**src/rtl/sprite_plotter.sv**
```systemverilog
// Sprite plotter: streams garbage (20x20) or press (40x60) sprites to a VGA pixel port, raster order.
// Optional one-entry pending-command slot enabled by defining SPRITE_PLOTTER_CMDQ_EN.
module sprite_plotter (
   input  logic       CLOCK_50,
   input  logic       reset_n,
   input  logic       start,
   input  logic       item,
   input  logic       erase,
   input  logic [2:0] position,
   output logic       ready,
   output logic [7:0] x,
   output logic [6:0] y,
   output logic [2:0] colour,
   output logic       plot,
   output logic       done
);
   // state  | meaning
   // S_IDLE | waiting for a command
   // S_PLOT | one pixel written per cycle
   // S_DONE | one-cycle completion pulse
   typedef enum logic [1:0] {S_IDLE, S_PLOT, S_DONE} state_t;
   state_t state_q, state_d;

   logic       item_q, item_d;
   logic [7:0] base_x_q, base_x_d;
   logic [5:0] ox_q, ox_d, oy_q, oy_d;
   logic [7:0] x_q, x_d;
   logic [6:0] y_q, y_d;
   logic [2:0] colour_q, colour_d;

   logic       go, l_item, l_erase, l_valid;
   logic [2:0] l_pos, l_col;
   logic [1:0] l_lane;
   logic [7:0] l_x;
   logic [6:0] l_y;
   logic [5:0] last_x, last_y;

`ifdef SPRITE_PLOTTER_CMDQ_EN
   logic       slot_v_q, slot_v_d, slot_item_q, slot_item_d, slot_erase_q, slot_erase_d;
   logic [2:0] slot_pos_q, slot_pos_d;

   // The slot only fills while busy; S_DONE drains it so the next sprite starts without a gap.
   always_comb begin
      slot_v_d     = slot_v_q;
      slot_item_d  = slot_item_q;
      slot_erase_d = slot_erase_q;
      slot_pos_d   = slot_pos_q;
      l_item  = slot_v_q ? slot_item_q  : item;
      l_erase = slot_v_q ? slot_erase_q : erase;
      l_pos   = slot_v_q ? slot_pos_q   : position;
      go      = (state_q == S_IDLE && start) || (state_q == S_DONE && (slot_v_q || start));
      if (state_q == S_DONE) begin
         slot_v_d = 1'b0;
      end else if (state_q == S_PLOT && start && !slot_v_q) begin
         slot_v_d     = 1'b1;
         slot_item_d  = item;
         slot_erase_d = erase;
         slot_pos_d   = position;
      end
   end
`else
   always_comb begin
      l_item  = item;
      l_erase = erase;
      l_pos   = position;
      go      = (state_q == S_IDLE) && start;
   end
`endif

   // Command decode: press steps 4,5 fold back onto lanes 2,1.
   always_comb begin
      l_lane  = l_pos[1:0];
      l_valid = 1'b1;
      if (l_item) begin
         case (l_pos)
            3'd4:       l_lane  = 2'd2;
            3'd5:       l_lane  = 2'd1;
            3'd6, 3'd7: l_valid = 1'b0;
            default:    ;
         endcase
      end else begin
         l_valid = ~l_pos[2];
      end
      l_x   = {1'b0, l_lane, 5'b0} + {3'b0, l_lane, 3'b0} + (l_item ? 8'd0 : 8'd10);
      l_y   = l_item ? 7'd0 : 7'd90;
      l_col = l_erase ? 3'b000 : (l_item ? 3'b111 : 3'b010);
   end

   assign last_x = item_q ? 6'd39 : 6'd19;
   assign last_y = item_q ? 6'd59 : 6'd19;

   always_comb begin
      state_d  = state_q;
      item_d   = item_q;
      base_x_d = base_x_q;
      ox_d     = ox_q;
      oy_d     = oy_q;
      x_d      = x_q;
      y_d      = y_q;
      colour_d = colour_q;
      if (go) begin
         ox_d = 6'd0;
         oy_d = 6'd0;
         if (l_valid) begin
            state_d  = S_PLOT;
            item_d   = l_item;
            base_x_d = l_x;
            x_d      = l_x;
            y_d      = l_y;
            colour_d = l_col;
         end else begin
            state_d = S_DONE;
         end
      end else begin
         case (state_q)
            S_PLOT: begin
               if (ox_q == last_x) begin
                  if (oy_q == last_y) begin
                     state_d = S_DONE;
                  end else begin
                     ox_d = 6'd0;
                     oy_d = oy_q + 6'd1;
                     x_d  = base_x_q;
                     y_d  = y_q + 7'd1;
                  end
               end else begin
                  ox_d = ox_q + 6'd1;
                  x_d  = x_q + 8'd1;
               end
            end
            S_DONE:  state_d = S_IDLE;
            default: state_d = S_IDLE;
         endcase
      end
   end

   always_ff @(posedge CLOCK_50 or negedge reset_n) begin
      if (!reset_n) begin
         state_q  <= S_IDLE;
         item_q   <= 1'b0;
         base_x_q <= 8'd0;
         ox_q     <= 6'd0;
         oy_q     <= 6'd0;
         x_q      <= 8'd0;
         y_q      <= 7'd0;
         colour_q <= 3'd0;
`ifdef SPRITE_PLOTTER_CMDQ_EN
         slot_v_q     <= 1'b0;
         slot_item_q  <= 1'b0;
         slot_erase_q <= 1'b0;
         slot_pos_q   <= 3'd0;
`endif
      end else begin
         state_q  <= state_d;
         item_q   <= item_d;
         base_x_q <= base_x_d;
         ox_q     <= ox_d;
         oy_q     <= oy_d;
         x_q      <= x_d;
         y_q      <= y_d;
         colour_q <= colour_d;
`ifdef SPRITE_PLOTTER_CMDQ_EN
         slot_v_q     <= slot_v_d;
         slot_item_q  <= slot_item_d;
         slot_erase_q <= slot_erase_d;
         slot_pos_q   <= slot_pos_d;
`endif
      end
   end

   always_comb begin
`ifdef SPRITE_PLOTTER_CMDQ_EN
      ready = ~slot_v_q;
`else
      ready = (state_q == S_IDLE);
`endif
      plot   = (state_q == S_PLOT);
      done   = (state_q == S_DONE);
      x      = x_q;
      y      = y_q;
      colour = colour_q;
   end
endmodule

```
**config.mk**
```make
export PLATFORM = sky130hd
export DESIGN_NAME = sprite_plotter
export DESIGN_NICKNAME = d
export VERILOG_FILES = /design/src/rtl/sprite_plotter.sv
export SDC_FILE = /design/constraint.sdc
export NUM_CORES = 1
export LEC_CHECK = 0
export BUFFER_PORTS_ARGS = -buffer_cell sky130_fd_sc_hd__buf_4
export CORE_MARGIN = 10
export CORE_UTILIZATION = 57
export DETAILED_ROUTE_END_ITERATION = 8
export PLACE_DENSITY = 0.75
export SYNTH_ARGS = -nofsm -noshare
export SYNTH_HDL_FRONTEND = slang
export SYNTH_SLANG_ARGS = --single-unit
```
**constraint.sdc**
```tcl
create_clock -name CLOCK_50 -period 2.5 [get_ports CLOCK_50]
set_input_delay 0.75 -clock CLOCK_50 [delete_from_list [all_inputs] [get_ports CLOCK_50]]
set_output_delay 0.75 -clock CLOCK_50 [all_outputs]
set_load 0.02 [all_outputs]
```
# Word-level counts from Yosys, hierarchy flattened
# Cells that the tools add are included.
[word_totals]
inputBits = 8
word_cells = 72
output_inout_bits = 21
register_bits = 41
[classes]
bitwise_logic = 1
n_addsub = 6
n_reduce_logical = 11
eq_ne = 13
mux = 33
[op_table]
columns = ["op", "n"]
rows = [
  ["$mux 6", 10],
  ["$mux 7", 6],
  ["$mux 8", 5],
  ["$add 6x1->6 const B", 2],
  ["$eq 3x3->1 const B", 4],
  ["$eq 6x6->1", 2],
  ["$mux 2", 6],
  ["$add 7x5->8", 1],
  ["$add 8x1->8 const B", 1],
  ["$add 8x4->8", 1],
  ["$add 7x1->7 const B", 1],
  ["$mux 3", 2],
  ["$ne 3x1->1 const B", 2],
  ["$reduce_and 2->1", 3],
  ["$reduce_and 3->1", 2],
  ["$mux 4", 1],
  ["$pmux 2 s2", 1],
  ["$reduce_and 4->1", 1],
  ["$reduce_bool 2->1", 2],
  ["$ne 3x3->1 const B", 1],
  ["$eq 2x1->1 const B", 1],
  ["$eq 2x2->1 const B", 1],
  ["$logic_not 2->1", 1],
  ["$mux 1", 2],
  ["5 further kinds", 5],
]

# Longest topological paths before layout
# Gate-level depths: netlist of run 1.
[depth]
ltp_word = 7
mapped_depth = 7
mapped_depth_nobuf = 7

# Least setup slack after synthesis of run 1
# OpenSTA, ideal clock, no wires.
[synth_timing]
kind = "input -> register"
start = "input start"
end = "register x_q[1] (netlist: x[1])"
path_stages = 5
setup_slack_ns = 0.326
n_path_buf = 0
setup_time_ns = 0.125
t_arrival_ns = 2.049
t_required_ns = 2.375
path_cell_list = "nor3b_1 > o21a_1 > nor2_4 > inv_2 > mux2_4"
[synth_between]
elab_chain_cells = 3
elab_cells_between_ends = 6
cone_classes = "2 x eq/ne; 1 x mux; 3 x reduce/logical"
[synth_rtl]
columns = ["element", "line_no", "rtl"]
rows = [
  ["from (decl)", "6", "input logic start,"],
  ["$logic_and 1x1->1 *", "66", "go = (state_q == S_IDLE) && start;"],
  ["$ne 3x3->1 (no line) (tied with other cells)", "-", ""],
  ["$reduce_and 3->1 (no line)", "-", ""],
  ["to (signal assigned)", "144", "x_q <= 8'd0;"],
  ["to (signal assigned)", "159", "x_q <= x_d;"],
  ["to (decl)", "27", "logic [7:0] x_q, x_d;"],
]
# Every way passes the cells marked *; elsewhere a longest branch is shown, timed or not.
# A chain may end at the register's enable or synchronous reset.

# Final worst setup path of run 1
[layout_timing]
start = "register ox_q[2]"
end = "register oy_q[1]"
[layout_between]
elab_chain_cells = 3
[layout_rtl]
columns = ["element", "line_no", "rtl"]
rows = [
  ["from (decl)", "26", "logic [5:0] ox_q, ox_d, oy_q, oy_d;"],
  ["from (signal assigned)", "142", "ox_q <= 6'd0;"],
  ["from (signal assigned)", "157", "ox_q <= ox_d;"],
  ["$eq 6x6->1", "117", "if (ox_q == last_x) begin"],
  ["$reduce_bool 2->1 (no line)", "-", ""],
  ["$reduce_and 3->1 (no line)", "-", ""],
  ["to (signal assigned)", "158", "oy_q <= oy_d;"],
  ["to (decl)", "26", ""],
]
# Every way passes these cells.

==> summary.md, run 1 <==
| Metric | Value |
|---|---|
| RSZ-0062 raised after global routing | false |
| Tot GR Track Use | 16.1% |
| Pwr Total | 2.72 mW |
| Highest metal layer with signal wires | met4 |
| Post-synth top flop | dfrtp_1 |
| Top Ports | 29 |
| Worst endpoint required time | about 2700 ps |
| Status | completed |
| Placed cell count | between 200 and 300 |
| First-pass GRT wire length | 8320 um |
| Async SR Flop Fraction | 100% |
| Worst Max-Slew Pin Slew | a little over 1000 ps |
| Worst setup path start | ox_q[2] |
| Worst R2R Path Depth | 5 |
| Clk sinks | 38 |
| Final wirelength | 4990 um |
| Port buffer count | 28 |
| Hold slack final | 414 ps |
| Worst reg2reg endpoint | oy_q[1] |
| Slew Viols, Final | 0 |
| Yosys top cell by area | dfrtp_1 |
| P per Cell Area | 1110 nW/um^2 |
| Final Cycle Share | about nine tenths |
| Largest net degree at the start of global routing | 39 |
| Worst r2r src | ox_q[2] |
| Floorplan die width | 80.5 um |
| Root Driver | clkbuf_8 |
| Clock Path Buffers | 2 |
| CP Capture Type | flop |
| Share of layout cells above drive strength 1 | 21.9% |
| Top post-synthesis cells by area | dfrtp_1, nand2_1, xnor2_1 |
| Gr ovfl total | 0 |
| Post-synth top area share | 45.6% |
| Final setup violation count | 0 |
| Detailed Place HPWL | 3760 um |
| Tmin final | between 2000 and 2500 ps |
| Fin cells | 293 |
| Yosys reg bits | 38 |
| Area Overhead vs Synth | 17.0% |
| Final WS setup | approximately 290 ps |
| Synthesized area | 2090 um^2 |
| # rows | 21 |
| Final-report hold violation count | 0 |
| Multi-input gate area | 1090 um^2 |
| Vias | 1743 |
| Setup slack at placement | 270 ps |
| M1 wire length | roughly 2200 um |
| Setup TNS | 0 ps |
| DRC | 0 |
| GPL Wtd Cong | between 0.8 and 0.9 |
| Syn Inst Count | 213 |
| Nets | 260 |
| Ant diodes | 0 |
| HP Class | in -> async |
| Floorplan core area | 3440 um^2 |
| DR WL/cell | 17.0 um |
| Drt pass-1 iters | 4 |
| Syn Area/Cell | 9.79 um^2 |
| PostCTS Resize Cnt | 0 |
| Die Ht | 80.5 um |
| LEAKAGE | 1.14 nW |
| H-tree levels | 2 |
| Iteration-0 DRC Markers | approximately 150 |
| Crit path DAT | 2380 ps |
| Number of flops mapped to enable cells by yosys | 0 |
| # Max-Cap Violations | 0 |
| Startpoint types | flop |
| Unique masters post-synth | 43 |
| Worst-path maximum fanout | 11 |
| Vias/cell | 5.95 |
| Die ar. | 6480 um^2 |
| Worst slew margin | between 30% and 40% |
| Post-route ant nets | 0 |
| Clk_skew | 11.1 ps |
| Crit path kind | reg -> reg |
| Initial antenna violation count | 0 |
| YS warnings | 0 |
| CTS Buf Count | 5 |
| Initial Util | 60.6% |
| CTS tree | yes |
| Net Count, Synth | 227 |
| Register area | 951 um^2 |
| Worst setup path endpoint | oy_q[1] |
| Sequential-to-total area share from yosys stat | 45.6% |
| Max Clock Freq | 452 MHz |
| Vias in the first global route | 1733 |
| R2R setup slack | 290 ps |
| Hold-fix buffers, CTS | 0 |
| Met3 wire length | 244 um |
| Peak VDD IR | 0.000603 V |
| Number of fill cells in the layout | 277 |
| Clk_lat worst skew | 280 ps |
| Metal2 WL | 2560 um |
| Clk slew on worst S/H paths | 80 ps |
| Post-CTS setup buffers | 0 |
[metal layers]
metal / vias up / track usage, %
met5: - / 0
met4: 0 / 3.70
met3: 4 / 4.90
met2: 47 / 27.5
met1: 860 / 19.2
li1: 832 / -
[cells in the mapped netlist (2+ instances only)]
| library cell | number |
|---|---|
| dfrtp_1 | 38 |
| nand2_1 | 29 |
| nor2_1 | 19 |
| o21ai_0 | 14 |
| nand3_1 | 10 |
| xnor2_1 | 9 |
| a21oi_1 | 7 |
| ha_1 | 6 |
| a31oi_1 | 5 |
| inv_1 | 5 |
| mux2_4 | 5 |
| nor3_1 | 5 |
| o22a_1 | 5 |
| and3_1 | 4 |
| a22o_1 | 3 |
| and4_1 | 3 |
| clkbuf_1 | 3 |
| mux2_2 | 3 |
| nor2b_1 | 3 |
| o21a_1 | 3 |
| o21ai_1 | 3 |
| o22ai_1 | 3 |
| o31ai_1 | 3 |
| buf_4 | 2 |
| mux2i_1 | 2 |
| nand2b_1 | 2 |
| nand4b_1 | 2 |
| xor2_1 | 2 |
[critical path: stages, from the launching register on]
cell and delay [ps]:
dfrtp_1 460, or4b_4 600, a21o_1 340, nor3_2 400, mux2i_1 240, nor2_1 50
[report_power, final]
part	internal, mW	total (mW)	switching, mW
Combinational	0.555	1.25	0.696
Clock	0.223	0.428	0.206
Sequential	0.818	1.04	0.220
[state kept, by name, indices dropped and copies added, names as in the netlist]
name	flops
x	8
y	7
base_x_q	6
ox_q	6
oy_q	6
colour	2
state_q	2
item_q	1
[cell families after synthesis]
logic type,after synthesis,share of synthesized area (%)
AOI/OAI and AO/OA,53,17.0
adders and majority gates,6,3.60
xor gates and xnor gates,11,4.62
buffers and inverters,11,2.34
DFF,38,45.6
muxes,10,6.18
and+or+nand+nor,84,20.7
[stage by stage]
step                util [%]  instance area [um^2]
floorplan                  -                  2090
detailed placement      68.3                  2350
global placement        68.3                  2350
global route            70.9                  2440
finish                  70.9                  2440
CTS                     70.9                  2440
[area by class of cell]
cell class,instances,area share [%]
Tap cell,46,2.36
Clock buffer,7,3.54
Inverter,6,0.923
Multi-Input combinational cell,164,44.5
Clock inverter,1,0.205
Timing Repair Buffer,31,9.53
Sequential cell,38,39.0
[worst min-delay path by stage]
| stage | to | slack [ps] | startpoint |
|---|---|---|---|
| 5_1_grt | ox_q[4] | 440 | reset_n |
| 6_report | ox_q[1] | 410 | reset_n |
| 4_1_cts | ox_q[1] | 440 | reset_n |
| 2_1_floorplan | base_x_q[3] | 440 | base_x_q[3] |
| 3_3_place_gp | base_x_q[6] | 460 | base_x_q[6] |
| 3_5_place_dp | base_x_q[5] | 470 | base_x_q[5] |
[cell usage in the layout (no fill, tap or decap), drive strengths merged]
master / n
nor4: 1
o31ai: 3
a211oi: 2
or3: 1
a211o: 1
nand4b: 2
or4b: 1
nor3b: 1
xnor2: 9
nand2b: 2
o211ai: 1
nor2: 20
o21ai: 17
xor2: 2
clkinv: 1
mux2i: 2
a31oi: 5
nor3: 6
dfrtp: 38
nand2: 29
a21o: 1
and4: 3
nor2b: 3
and3: 4
buf: 31
nand4: 1
a21oi: 9
nand3: 10
inv: 6
o22ai: 3
clkbuf: 7
o22a: 5
mux2: 8
a22o: 3
o21a: 3
ha: 6
Note: power is estimated with default switching activity, not from simulation.
==> inputs of run 2 (changes only) <==
Settings changed: RECOVER_POWER set to 25.
==> run 2 against run 1 <==
First-iteration DRC count is the same. Maximum frequency is essentially flat. Cell area shrank 0.10%. Total power is essentially flat. Critical path type unchanged. Critical endpoint unchanged. Highest routed layer unchanged.
==> summary.md, run 2 (synthesized netlist as in run 1, its figures left out) <==
| Metric | Value |
|---|---|
| Largest net degree at the start of global routing | 39 |
| H-tree levels | 2 |
| Die Ht | a little over 80 um |
| Logic pwr share | between 40% and 50% |
| Switching Fraction | 41.3% |
| Critical-path top delay cell | or4b_4 |
| Register share of total power | 38.2% |
| Share of layout cells above drive strength 1 | 21.9% |
| Crit path kind | reg -> reg |
| Placed Area | 2350 um^2 |
| Worst endpoint required time | 2670 ps |
| Power Internal | 1.60 mW |
| Die ar. | 6480 um^2 |
| Slew Viols, Final | 0 |
| Commonest non-fill, non-tap cell in the layout | dfrtp_1 |
| Nets | 260 |
| Floorplan die width | 80.5 um |
| Final-report hold violation count | 0 |
| Port buffer count | 28 |
| Status | completed |
| Post-CTS setup buffers | 0 |
| GPL Wtd Cong | 0.839 |
| # Max-Cap Violations | 0 |
| P_sw | about 1.1 mW |
| Initial antenna violation count | 0 |
| CP Capture Type | flop |
| Clk slew on worst S/H paths | 80 ps |
| Root Driver | clkbuf_8 |
| Clk pwr share | between 15 and 20% |
| Max incr delay on CP | ~600 ps |
| P per Cell Area | 1110 nW/um^2 |
| Initial Util | 60.6% |
| Floorplan core area | 3440 um^2 |
| Worst R2R Path Depth | 5 |
| Vias | 1746 |
| Vias in the first global route | ~1700 |
| LEAKAGE | approximately 1.1 nW |
| HP Class | reg -> reg |
| Final WS setup | 285 ps |
| Drt pass-1 iters | 4 |
| Clk_lat worst skew | 280 ps |
| Hold-fix buffers, CTS | 0 |
| # rows | 21 |
| Most frequent cells in the layout | dfrtp_1, buf_4, nand2_1 |
| Final setup violation count | 0 |
| DRC | 0 |
| Peak VDD IR | between 0.0006 and 0.0007 V |
| Worst Max-Slew Pin Slew | 1020 ps |
| Fin cells | 293 |
| Cells along the critical path | or4b_4 > a21o_1 > nor3_2 > mux2i_1 > nor2_1 |
| Ant diodes | 0 |
| Largest register FFs | 8 |
| Vias/cell | 5.96 |
| Area Overhead vs Synth | 16.9% |
| Gr ovfl total | 0 |
| First-pass GRT wire length | 8320 um |
| Final wirelength | 5000 um |
| CTS Buf Count | 5 |
| Placed cell count | 285 |
| Worst reg2reg endpoint | oy_q[1] |
| Clk_skew | 11.1 ps |
| Startpoint types | flop |
| Iteration-0 DRC Markers | between 100 and 150 |
| Worst setup path endpoint | oy_q[1] |
| Clk sinks | 38 |
| R2R setup slack | 290 ps |
| Clock Path Buffers | 2 |
| Post-route ant nets | 0 |
| Max Clock Freq | between 400 and 500 MHz |
| PostCTS Resize Cnt | 0 |
| Worst slew margin | 31.6% |
| Final core occ | a little under three quarters |
| RSZ-0062 raised after global routing | false |
| Setup slack at placement | 270 ps |
| CTS tree | yes |
| Tmin final | 2210 ps |
| Tot GR Track Use | ~16% |
| Final Cycle Share | 88.6% |
| Worst setup path start | ox_q[2] |
| Top Ports | 29 |
| Detailed Place HPWL | 3760 um |
| Setup TNS | 0 ps |
| DR WL/cell | 17.0 um |
| Worst r2r src | ox_q[2] |
| Cell area after layout | roughly 2400 um^2 |
| Crit path DAT | between 2000 and 2500 ps |
| Worst-path maximum fanout | 11 |
run 2: changes by cell type in the layout (fill, tap and decap cells not counted):
| cell | before | now |
|---|---|---|
| buf_4 | 31 | 30 |
| clkbuf_2 | 0 | 1 |
run 2: cell type report:
type	count	area, um^2
multi-input cells	164	1090
clock inverters	1	5.00
repair buffers	31	230
inverters	6	22.5
flip-flops and latches	38	951
clock buffers	7	86.3
well taps	46	57.6
fillers	278	1000
run 2: worst max-delay path: cells and delay by family, from the launching register on:
kind / cells / cell delay, ps
compound gates: 1 / 340
flops: 1 / 460
mux: 1 / 240
simple gates: 3 / 1050
run 2: routing by layer:
layer / global-route usage [%] / wire length (um) / vias to the layer above
li1: - / - / 832
met3: 4.90 / 250 / 4
met2: 27.5 / 2560 / 49
met4: 3.70 / 33 / 0
met5: 0 / 0 / -
met1: 19.2 / 2150 / 861
run 2: worst min path at each step:
stage           startpoint           to  depth (start not counted)
2_1_floorplan  base_x_q[3]  base_x_q[3]                          2
3_3_place_gp   base_x_q[6]  base_x_q[6]                          2
3_5_place_dp   base_x_q[5]  base_x_q[5]                          2
4_1_cts            reset_n      ox_q[1]                          1
5_1_grt        base_x_q[5]  base_x_q[5]                          2
6_report         colour[1]    colour[1]                          2
run 2: power by group through the flow:
stage | combinational (mW) | clock, mW | sequential [mW]
2_1_floorplan | 0.715 | 0 | 1.12
3_3_place_gp | 1.24 | 0 | 1.03
3_5_place_dp | 1.27 | 0 | 1.04
4_1_cts | 1.27 | 0.438 | 1.03
5_1_grt | 1.37 | 0.469 | 1.07
6_report | 1.25 | 0.428 | 1.04
run 2: through the flow:
| step | hold slack (ps) | total power, mW |
|---|---|---|
| after floorplan | 440 | 1.84 |
| after global placement | 464 | 2.27 |
| after CTS | 437 | 2.74 |
| after global routing | 521 | 2.91 |
| final | 486 | 2.72 |
| after detailed placement | 475 | 2.31 |
==> inputs of run 3 (changes only) <==
Settings changed: PLACE_DENSITY 0.75 to 0.83.
==> run 3 against run 2 <==
Via count is 3.0% lower. Sequential share of layout area up 0.14 points. Maximum frequency is 1.4% higher. Core utilization shrank 0.25 points. Clock skew decreased by 5.4 ps. Critical path type unchanged. Cell area fell by 0.36%. Clock power shrank 4.9%. Global-route usage decreased by 1.2 points. Combinational power hardly changed.
==> summary.md, run 3 (synthesized netlist as in run 1, its figures left out) <==
| Metric | Value |
|---|---|
| Most frequent cells in the layout | dfrtp_1, buf_4, nand2_1 |
| HP Class | reg -> reg |
| Final Cycle Share | 87.4% |
| Gr ovfl total | 0 |
| First-pass GRT wire length | 7840 um |
| Worst reg2reg endpoint | y[6] |
| Clock Path Buffers | 2 |
| Tmin final | 2180 ps |
| Final setup violation count | 0 |
| Worst path most repeated cell | o22a_1 |
| Drt pass-1 iters | 4 |
| Floorplan die width | 80.5 um |
| Crit path kind | reg -> reg |
| Top Ports | 29 |
| Switching Fraction | 40.6% |
| Worst slew margin | 28.1% |
| Post-CTS setup buffers | 0 |
| GPL Wtd Cong | 0.805 |
| CTS Buf Count | 5 |
| Met2 GRT Util | about a quarter |
| Worst r2r src | ox_q[2] |
| Iteration-0 DRC Markers | between 90 and 100 |
| Final-report hold violation count | 0 |
| Vias | 1694 |
| GR peak layer | met2 |
| Initial antenna violation count | 0 |
| Clk_lat worst skew | 280 ps |
| DR WL/cell | 15.7 um |
| Setup TNS | 0 ps |
| Worst-path maximum fanout | 11 |
| Commonest non-fill, non-tap cell in the layout | dfrtp_1 |
| Max incr delay on CP | 610 ps |
| H-tree levels | 2 |
| Ant diodes | 0 |
| Crit path DAT | 2410 ps |
| Logic pwr share | 46.2% |
| Share of layout cells above drive strength 1 | around 22% |
| Final wirelength | 4560 um |
| Setup slack at placement | 221 ps |
| Hold-fix buffers, CTS | 0 |
| Critical-path top delay cell | or4b_4 |
| Clk sinks | 38 |
| Max Clock Freq | around 460 MHz |
| Initial Util | between 60% and 70% |
| Worst setup path start | ox_q[2] |
| Tot GR Track Use | 14.9% |
| Placed Area | around 2300 um^2 |
| Number of fill cells in the layout | 265 |
| Port buffer count | 28 |
| Clk_skew | 5.67 ps |
| # Max-Cap Violations | 0 |
| CP Capture Type | flop |
| Final WS setup | 316 ps |
| Startpoint types | flop |
| Vias/cell | 5.82 |
| DRC | 0 |
| # rows | 21 |
| Nets | 260 |
| Floorplan core area | roughly 3400 um^2 |
| Peak VDD IR | roughly 0.00049 V |
| Largest net degree at the start of global routing | 39 |
| Cells along the critical path | or4b_4 > a21o_1 > nor3_2 > o22a_1 > o22a_1 |
| Post-route ant nets | 0 |
| Worst R2R Path Depth | 5 |
| Die Ht | ~80 um |
| CTS tree | yes |
| Power Internal | 1.58 mW |
| Met1 Use GR | a little under a fifth |
| Vias in the first global route | 1689 |
| Root Driver | clkbuf_8 |
| Clk pwr share | 15.3% |
| LEAKAGE | 1.13 nW |
| Met3 usage | 4.45% |
| Status | completed |
| Worst Max-Slew Pin Slew | 1070 ps |
| Register share of total power | 38.5% |
| Clk slew on worst S/H paths | 70 ps |
| Area Overhead vs Synth | 16.5% |
| Slew Viols, Final | 0 |
| Cell area after layout | around 2400 um^2 |
| Die ar. | about 6500 um^2 |
| Worst endpoint required time | 2720 ps |
| P per Cell Area | 1100 nW/um^2 |
| PostCTS Resize Cnt | 0 |
| P_sw | 1.08 mW |
| Worst setup path endpoint | y[6] |
| R2R setup slack | ~320 ps |
| Detailed Place HPWL | ~3400 um |
| RSZ-0062 raised after global routing | false |
| Largest register FFs | 8 |
==> run 3: cell types whose count changed in the layout (fill, tap and decap cells not counted) <==
cell / change
clkbuf_1: -1
clkinv_2: -1
==> run 3: worst max-delay path, delay by kind of cell (launching register included) <==
| kind | cells | cell delay [ps] |
|---|---|---|
| flip-flops | 1 | 450 |
| AO/OA/AOI/OAI | 3 | 660 |
| AND/OR/NAND/NOR | 2 | 1010 |
==> run 3: how the worst min path moves through the flow <==
stage	endpoint	startpoint	cells past startpoint	slack [ps]
after floorplan	base_x_q[3]	base_x_q[3]	2	440
after global placement	base_x_q[4]	base_x_q[4]	2	450
after detailed placement	base_x_q[4]	base_x_q[4]	2	460
after CTS	x[7]	reset_n	1	440
after global routing	base_x_q[6]	base_x_q[6]	2	500
final	base_x_q[4]	base_x_q[4]	2	470
==> run 3: stage by stage <==
stage | cells | utilization (%) | hold slack, ps | total power [mW]
finish | 291 | 70.6 | 472 | 2.67
global route | 291 | 70.6 | 505 | 2.87
CTS | 291 | 70.7 | 436 | 2.69
detailed placement | 285 | 68.3 | 456 | 2.27
global placement | 285 | 68.3 | 454 | 2.24
floorplan | 213 | - | 440 | 1.84
==> run 3: power by group through the flow <==
stage / clock (mW) / sequential (mW) / combinational, mW
floorplan: 0 / 1.12 / 0.715
global placement: 0 / 1.02 / 1.22
detailed placement: 0 / 1.03 / 1.24
CTS: 0.412 / 1.03 / 1.25
global route: 0.435 / 1.07 / 1.37
finish: 0.407 / 1.03 / 1.23
==> run 3: per-layer routing <==
metal	up-vias	wire length (um)
met3	2	297
met2	50	2130
met1	810	2130
met5	-	0
li1	832	-
met4	0	10
==> run 3: final cells by class <==
cell class              count  area (um^2)  share of cell area [%]
multi-input cells         164         1090                    44.7
flip-flops and latches     38          951                    39.1
clock buffers               6         82.6                    3.40
inverters                   6         22.5                   0.927
well taps                  46         57.6                    2.37
repair buffers             31          230                    9.47
